===== src/rtl/arbiter_pkg.sv =====
// Shared definitions for the micro-BESM external bus: register indices,
// bus op codes, target FSM states and the semaphore bit position.
package arbiter_pkg;

    typedef enum logic [1:0] {
        ADDR  = 2'd0,
        CMD   = 2'd1,
        RDATA = 2'd2,
        WDATA = 2'd3
    } reg_index_t;

    localparam logic [3:0] FETCH = 4'd8;
    localparam logic [3:0] DRD   = 4'd9;
    localparam logic [3:0] DWR   = 4'd10;
    localparam logic [3:0] RDMWR = 4'd11;
    localparam logic [3:0] BTRWR = 4'd12;
    localparam logic [3:0] BTRRD = 4'd13;

    localparam int SEM_BIT_DEFAULT = 55;

    typedef enum logic [1:0] {
        IDLE  = 2'd0,
        ARMED = 2'd1,
        RDOUT = 2'd2
    } target_state_t;

endpackage


===== src/rtl/extmem_target.sv =====
// Memory-side responder of the external bus: latches the address on astb,
// does one RAM access per rd/wr strobe, auto-increments for bursts and
// sets the semaphore bit on atomic write-backs.
module extmem_target
    import arbiter_pkg::*;
#(
    parameter int AW      = 20,
    parameter int DW      = 64,
    parameter int SEM_BIT = SEM_BIT_DEFAULT
) (
    input  logic          clk,
    input  logic          reset,
    input  logic          astb,
    input  logic          rd,
    input  logic          wr,
    input  logic          atomic,
    input  logic [DW-1:0] bus_in,
    output logic [DW-1:0] bus_out,
    output logic          bus_oe,
    output logic [AW-1:0] ram_addr,
    output logic          ram_re,
    output logic          ram_we,
    output logic [DW-1:0] ram_wdata,
    input  logic [DW-1:0] ram_rdata,
    output logic          locked,
    output logic          err
);

    target_state_t state, state_nxt;
    logic [AW-1:0] addr, addr_nxt;
    logic          lock_nxt;
    logic          err_set;

    // State, address, lock and sticky error registers; reset is active-low.
    always_ff @(posedge clk or negedge reset) begin
        if (!reset) begin
            state  <= IDLE;
            addr   <= '0;
            locked <= 1'b0;
            err    <= 1'b0;
        end else begin
            state  <= state_nxt;
            addr   <= addr_nxt;
            locked <= lock_nxt;
            err    <= err | err_set;
        end
    end

    // Next-state decode plus the combinational RAM and bus drives.
    always_comb begin
        state_nxt = state;
        addr_nxt  = addr;
        lock_nxt  = locked;
        err_set   = 1'b0;
        ram_addr  = addr;
        ram_re    = 1'b0;
        ram_we    = 1'b0;
        ram_wdata = bus_in;
        bus_out   = '0;
        bus_oe    = 1'b0;

        if (atomic) begin
            ram_wdata[SEM_BIT] = 1'b1;
        end

        if (state == RDOUT) begin
            bus_out = ram_rdata;
            bus_oe  = 1'b1;
        end

        if (astb) begin
            // Address load always wins; a coincident strobe is a protocol error.
            addr_nxt  = bus_in[AW-1:0];
            state_nxt = ARMED;
            if (rd || wr) begin
                err_set = 1'b1;
            end
        end else begin
            case (state)
                IDLE: begin
                    if (rd || wr) begin
                        err_set = 1'b1;
                    end
                end
                ARMED: begin
                    if (rd) begin
                        ram_re    = 1'b1;
                        state_nxt = RDOUT;
                        // Atomic reads hold the address for the write-back.
                        if (atomic) begin
                            lock_nxt = 1'b1;
                        end else begin
                            addr_nxt = addr + AW'(1);
                        end
                        if (wr) begin
                            err_set = 1'b1;
                        end
                    end else if (wr) begin
                        ram_we   = 1'b1;
                        addr_nxt = addr + AW'(1);
                        if (atomic) begin
                            lock_nxt = 1'b0;
                        end
                    end
                end
                RDOUT: begin
                    state_nxt = ARMED;
                    if (rd || wr) begin
                        err_set = 1'b1;
                    end
                end
                default: begin
                    state_nxt = IDLE;
                end
            endcase
        end

        // Initiator abandoning an open RMW breaks the lock and flags an error.
        if (locked && !atomic) begin
            lock_nxt = 1'b0;
            err_set  = 1'b1;
        end
    end

endmodule


===== config.mk =====
export PLATFORM = sky130hd
export DESIGN_NAME = extmem_target
export DESIGN_NICKNAME = d
export VERILOG_FILES = /design/src/rtl/arbiter_pkg.sv /design/src/rtl/extmem_target.sv
export SDC_FILE = /design/constraint.sdc
export NUM_CORES = 1
export LEC_CHECK = 0
export CAP_MARGIN = 10
export CORE_AREA = 2 2 111 113
export CTS_CLUSTER_SIZE = 10
export DETAILED_ROUTE_END_ITERATION = 10
export DIE_AREA = 0 0 113 115
export PLACE_DENSITY = 0.73
export SLEW_MARGIN = 20
export SYNTH_ARGS = -nofsm -noshare
export SYNTH_HDL_FRONTEND = slang
export SYNTH_SLANG_ARGS = --single-unit

===== constraint.sdc =====
create_clock -name clk -period 2 [get_ports clk]
set_clock_uncertainty 0.1 [all_clocks]
set_input_delay 0.4 -clock clk [delete_from_list [all_inputs] [get_ports clk]]
set_output_delay 0.4 -clock clk [all_outputs]
set_load 0.05 [all_outputs]

==> results by group, run 1 <==
Final layout
  • # nets final: 577
  • P&R area growth vs syn: 127.3%
  • Commonest non-fill, non-tap cell in the layout: buf_12
  • Final core utilization: 0.4460
  • Share of layout cells above drive strength 1: 0.4218
  • Inserted Diodes: 0
  • Final Non-Filler Cells: 588
  • Commonest non-fill, non-tap cells in the layout: 90 x buf_12, 88 x clkdlybuf4s50_1, 41 x buf_4

Detailed routing
  • DR DRC count: 19
  • Post-DRT Antenna Nets: 0
  • WL per Instance: 17.36 um
  • Drt initial violations: 137
  • M1 wire length: 3.408 mm
  • Met3 WL: 857 um
  • Initial DRT Pass Iterations: 9
  • Vias/cell: 4.435
  • Top layer in use: met4
  • Met2 wire length: 5.625 mm
  • Routed WL: 10.21 mm
  • Via Count: 2,608

Worst setup path
  • CP arrival: 1.51 ns
  • Crit path required time: 1.50 ns
  • Critical path capture point type: primary output
  • Kind of critical path: in -> out
  • CP bufs+invs: 3
  • Critical Path, Cell by Cell: clkdlybuf4s50_1 > buf_4 > nand3_1 > nor2_4 > buf_12
  • CP Launch Type: input pin
  • CP delay by family, top: buffers and inverters
  • CP Max Fanout: 4
  • Reg2Reg Setup Slack: 0.18 ns
  • CP max stage delay: 0.49 ns
  • Crit-path slowest cell: clkdlybuf4s50_1
  • Crit path launch: wr
  • FF-to-FF Start: ram_addr[0]

Timing
  • Tmin final: 2.007 ns
  • Hold slack: 0.3954 ns
  • Hold Vio Cnt, Final: 0
  • Final Slew Violations: 0
  • Final setup violation count: 1
  • Final WS setup: -0.007043 ns
  • Maximum operating frequency: 498.2 MHz
  • Sum of negative setup slack: -0.007043 ns
  • Final period util: 1.004
  • RSZ-0062 raised after global routing: true
  • Rel. slew slack: 0.7269
  • Slew @ Worst Pin: 0.4086 ns

Floorplan
  • Core Box Area: 0.01181 sq mm
  • Die height: 115 um
  • FP Rows: 40
  • Die W: 113 um
  • Initial Utilization: 0.1962
  • Top-Level Pins: 287
  • Die area: 0.01300 sq mm

Clock network
  • Total clock buffers created by CTS: 3
  • Maximum clock path buffer count: 2
  • Hold buffer count at CTS: 0
  • Clock transition at the registers of the reported paths: 0.06 ns
  • H-tree levels: 1
  • Sink Count: 24
  • CTS tree: yes
  • Skew-Pair Late Insertion Delay: 0.26 ns
  • CTS Root Cell: clkbuf_16

Synth
  • Sequential share of the synthesized area: 0.2592
  • Post-synthesis compound-gate area fraction: 0.1377
  • Mapped Cells: 288
  • Xor/xnor cell area share of the yosys netlist: 0.03024
  • EDFF count, synth: 0
  • Synth Area in Adders: 0.005400
  • Post-synthesis simple-gate area fraction: 0.3310
  • Top FF cell, synth: dfrtp_1
  • Net Count, Synth: 423
  • Async S/R FF share, synth: 1.000
  • Netlist cell types: 45
  • FF+latch count, synth: 24
  • Synth Area per Inst: 8.046 sq um
  • Mux share of post-synthesis cell area: 0.009179
  • Largest family of logic cells by synthesized area: simple AND/OR/NAND/NOR gates
  • Ys Warns: 0
  • Post-Syn Area: 0.002317 sq mm

Placement
  • GPL Wtd Cong: 0.8829
  • Placed cell count: 576
  • Port buffer count: 200
  • Detailed Place HPWL: 8.078 mm

Pwr
  • Overall Power: 0.002212 W
  • PD cells: 419.8 mW/mm^2
  • LEAKAGE: 2.138 nW
  • VDD IR max: 0.0004635 V

GRT
  • First-pass GRT wire length: 13.51 mm
  • Largest net degree at the start of global routing: 67
  • Grt ovf: 0
  • Initial antenna violation count: 0
  • Vias in the first global route: 2,475
  • Total GRT Usage: 0.1304

Job
  • Max Cap Viol: 0

Status
  • Status: finished, violations left
  • Violated checks: DRC, setup timing

Worst hold path
  • Hold Crit Class: in -> async
## kinds of logic after synthesis
| kind of cell | count (synthesis) |
|---|---|
| xor gates and xnor gates | 8 |
| muxes | 2 |
| DFF | 24 |
| AOI/OAI and AO/OA | 44 |
| and+or+nand+nor | 132 |
| buffers and inverters | 77 |
| adders and majority gates | 1 |
## path summary, 6_finish.rpt
path	endpoint	cells after the start
hold / removal	ram_addr[10]	2
setup reg to reg	ram_addr[18]	5
hold reg to reg	err	1
max in group asynchronous	state[1]	2
min in group clk	err	1
setup / recovery	ram_we	5
## area by class of cell
class	count	area, sq um
clock buffers	3	75.07
repair buffers	224	3073
fillers	1087	6544
well taps	147	183.9
inverters	2	7.507
clock inverters	1	30.03
flip-flops and latches	24	610.6
multi-input cells	187	1287
## state kept, by name (all words and copies together) (netlist names)
signal    flops
ram_addr     20
locked        1
state         2
err           1
## Yosys cell counts (2+ instances only)
master    instances  area, sq um
nand2b_1          4        25.02
inv_1             2        7.510
clkbuf_1         10        37.54
nand3_1           8        40.04
a31oi_1           8        50.05
and2b_2           2        17.52
a211oi_1          2        15.01
xor2_1            3        26.28
nand2_1          17        63.81
and2_1           64        400.4
xnor2_1           5        43.79
o31ai_1           2        15.01
o31a_1            2        17.52
and3_1            5        31.28
buf_4            63        473.0
o211ai_1          4        30.03
nor2_1           12        45.04
o21ai_0          15        75.07
a21oi_1           3        15.01
and4_1            2        17.52
or3_1             6        37.54
or4_1             3        22.52
dfrtp_1          24        600.6
## layer usage
layer  track usage  vias up
met4       0.06016        0
met2        0.2471      152
met1        0.1381     1217
met5             0        -
met3       0.02794       16
li1              -     1223
## power by group
group,switching (W),leakage (nW),internal (W)
registers,0.0000628,0.271,0.000532
logic,0.000553,1.82,0.000502
clock network,0.000164,0.0511,0.000397
## through the flow
stage          instance area (sq um)  setup WS [ns]
2_1_floorplan                   2328        0.02274
3_3_place_gp                    4947        -0.2564
3_5_place_dp                    4947        -0.2855
4_1_cts                         5067     -0.0008770
5_1_grt                         5268       -0.04840
6_report                        5268      -0.007043
## worst register-to-register path: cells and delay by family (launching register included)
kind                     cells  cell delay (ns)
AND/OR/NAND/NOR              1             0.30
flip-flops                   1             0.40
AO/OA/AOI/OAI                3             0.71
adder cells (fa/ha/maj)      1             0.20
## timing repair
action / in CTS / in global routing
resized for setup: 10 / 32
setup buffers: 0 / 4
gates cloned: 0 / 4
setup endpoints to repair: 13 / 70
endpoints found under the hold margin: 0 / 0
(Power assumes the default switching activity.)
==> run 2, diff against run 1 <==
==> constraint.sdc (replaced) <==
create_clock -name clk -period 2 [get_ports clk]
set_clock_uncertainty 0.1 [all_clocks]
set_input_delay 0.6 -clock clk [delete_from_list [all_inputs] [get_ports clk]]
set_output_delay 0.6 -clock clk [all_outputs]
set_load 0.05 [all_outputs]
==> results by group, run 2 (synthesized netlist as in run 1, its figures left out) <==
Worst setup path
  • Kind of critical path: reg -> out
  • CP arrival: 1.44 ns
  • Critical path capture point type: primary output
  • CP Launch Type: flop
  • CP Max Fanout: 7
  • R2R cell count: 7
  • Crit-path slowest cell: dfrtp_1
  • FF-to-FF Start: state[1]
  • Reg2Reg Setup Slack: 0.04 ns
  • Crit path launch: state[0]
  • Critical Path, Cell by Cell: nor2b_4 > buf_8 > clkbuf_16 > and2_4 > buf_12
  • Critical Path End: bus_out[18]
  • CP max stage delay: 0.41 ns
  • Reg2reg end: ram_addr[17]
  • Crit path required time: 1.30 ns

Status
  • Status: finished, violations left
  • Violated checks: DRC, setup timing

Detailed routing
  • Drt initial violations: 153
  • M1 wire length: 3.639 mm
  • Post-DRT Antenna Nets: 0
  • Routed WL: 10.43 mm
  • Met2 wire length: 5.607 mm
  • Top layer in use: met5
  • Met3 WL: 908 um
  • Via Count: 2,737
  • DR DRC count: 18
  • Initial DRT Pass Iterations: 9
  • Vias/cell: 4.443
  • WL per Instance: 16.94 um

Clock network
  • H-tree levels: 1
  • Skew-Pair Late Insertion Delay: 0.26 ns
  • CTS Root Cell: clkbuf_16
  • Sink Count: 24
  • Total clock buffers created by CTS: 3
  • Clock transition at the registers of the reported paths: 0.06 ns
  • Maximum clock path buffer count: 2
  • CTS tree: yes

Floorplan
  • Die W: 113 um
  • Top-Level Pins: 287
  • Core Box Area: 0.01181 sq mm
  • FP Rows: 40
  • Die area: 0.01300 sq mm
  • Initial Utilization: 0.1962
  • Die height: 115 um

Final layout
  • Multi-input logic area: 0.001406 sq mm
  • FF/Latch Area: 606.8 sq um
  • Share of layout cells above drive strength 1: 0.5309
  • Inserted Diodes: 0
  • Commonest non-fill, non-tap cell in the layout: buf_12
  • Final Non-Filler Cells: 616
  • # nets final: 605
  • Commonest non-fill, non-tap cells in the layout: 107 x buf_12, 70 x clkdlybuf4s50_1, 64 x and2_4
  • P&R area growth vs syn: 155.5%
  • Max FFs per register: 20
  • Filler cells: 982

Worst hold path
  • Hold Crit Class: reg -> reg
  • Hold Startpoint: err

Timing
  • Hold Vio Cnt, Final: 0
  • Final Slew Violations: 0
  • Tmin final: 2.139 ns
  • Rel. slew slack: 0.7310
  • Final WS setup: -0.1386 ns
  • RSZ-0062 raised after global routing: true
  • Final period util: 1.069
  • Slew @ Worst Pin: 0.4025 ns
  • Final setup violation count: 67
  • Hold slack: 0.4888 ns
  • Maximum operating frequency: 467.6 MHz

Job
  • Max Cap Viol: 0

GRT
  • Grt ovf: 0
  • Vias in the first global route: 2,731
  • Initial antenna violation count: 1
  • First-pass GRT wire length: 15.20 mm
  • Largest net degree at the start of global routing: 25
  • Total GRT Usage: 0.1464

Placement
  • Detailed Place HPWL: 8.127 mm
  • Port buffer count: 200
  • Placed cell count: 596
  • GPL Wtd Cong: 0.8598

Pwr
  • LEAKAGE: 2.535 nW
  • PD cells: 407.4 mW/mm^2
  • VDD IR max: 0.0003228 V
  • Overall Power: 0.002412 W
[run 2: cell count changes in the layout (fill, tap and decap cells not counted), sizes merged]
cell	change
buf	+28
clkdlybuf4s15	+1
clkdlybuf4s50	-18
dlygate4sd2	+8
dlymetal6s2s	+9
[run 2: power breakdown]
group / total, W / switching (W) / internal, W
Combinational: 0.00125 / 0.000601 / 0.000647
Sequential: 0.000588 / 0.0000574 / 0.000531
Clock: 0.000575 / 0.000177 / 0.000398
Total: 0.00241 / 0.000836 / 0.00158
[run 2: critical path, delay by kind of cell, from the launching register on]
family	cells	cell delay, ns
buffers and inverters	3	0.45
flip-flops	1	0.41
AND/OR/NAND/NOR	2	0.32
[run 2: area by class of cell]
class,count,share of cell area
Multi-Input combinational cell,187,0.2375
Tap cell,147,0.03107
Clock buffer,3,0.01268
Timing Repair Buffer,252,0.6099
Sequential cell,24,0.1025
Inverter,2,0.001268
Clock inverter,1,0.005072
[run 2: how the worst min path moves through the flow]
stage / to / slack [ns] / cells past startpoint
final: err / 0.49 / 2
after global routing: ram_addr[19] / 0.52 / 2
after CTS: err / 0.49 / 2
after detailed placement: err / 0.48 / 2
after global placement: err / 0.46 / 2
after floorplan: err / 0.20 / 0
[run 2: metal layers]
layer | track usage | vias to the layer above
li1 | - | 1281
met5 | 0 | -
met3 | 0.03057 | 14
met4 | 0.04228 | 2
met1 | 0.1731 | 1298
met2 | 0.2679 | 142
[run 2: what timing repair did]
action,in CTS,in global routing
setup buffers,8,2
gates cloned,4,2
pin swaps,11,37
endpoints found under the setup margin,92,82
hold buffers,0,0
gates resized for setup,67,33
[run 2: through the flow]
step / instance area, sq um / setup slack (ns) / TNS (ns) / utilization
3_3_place_gp: 5391 / -0.4248 / -10.16 / 0.4565
6_report: 5921 / -0.1386 / -7.517 / 0.5013
2_1_floorplan: 2399 / -0.04612 / -1.699 / -
5_1_grt: 5921 / -0.1906 / -11.02 / 0.5013
3_5_place_dp: 5391 / -0.4483 / -11.53 / 0.4565
4_1_cts: 5769 / -0.1471 / -7.267 / 0.4885
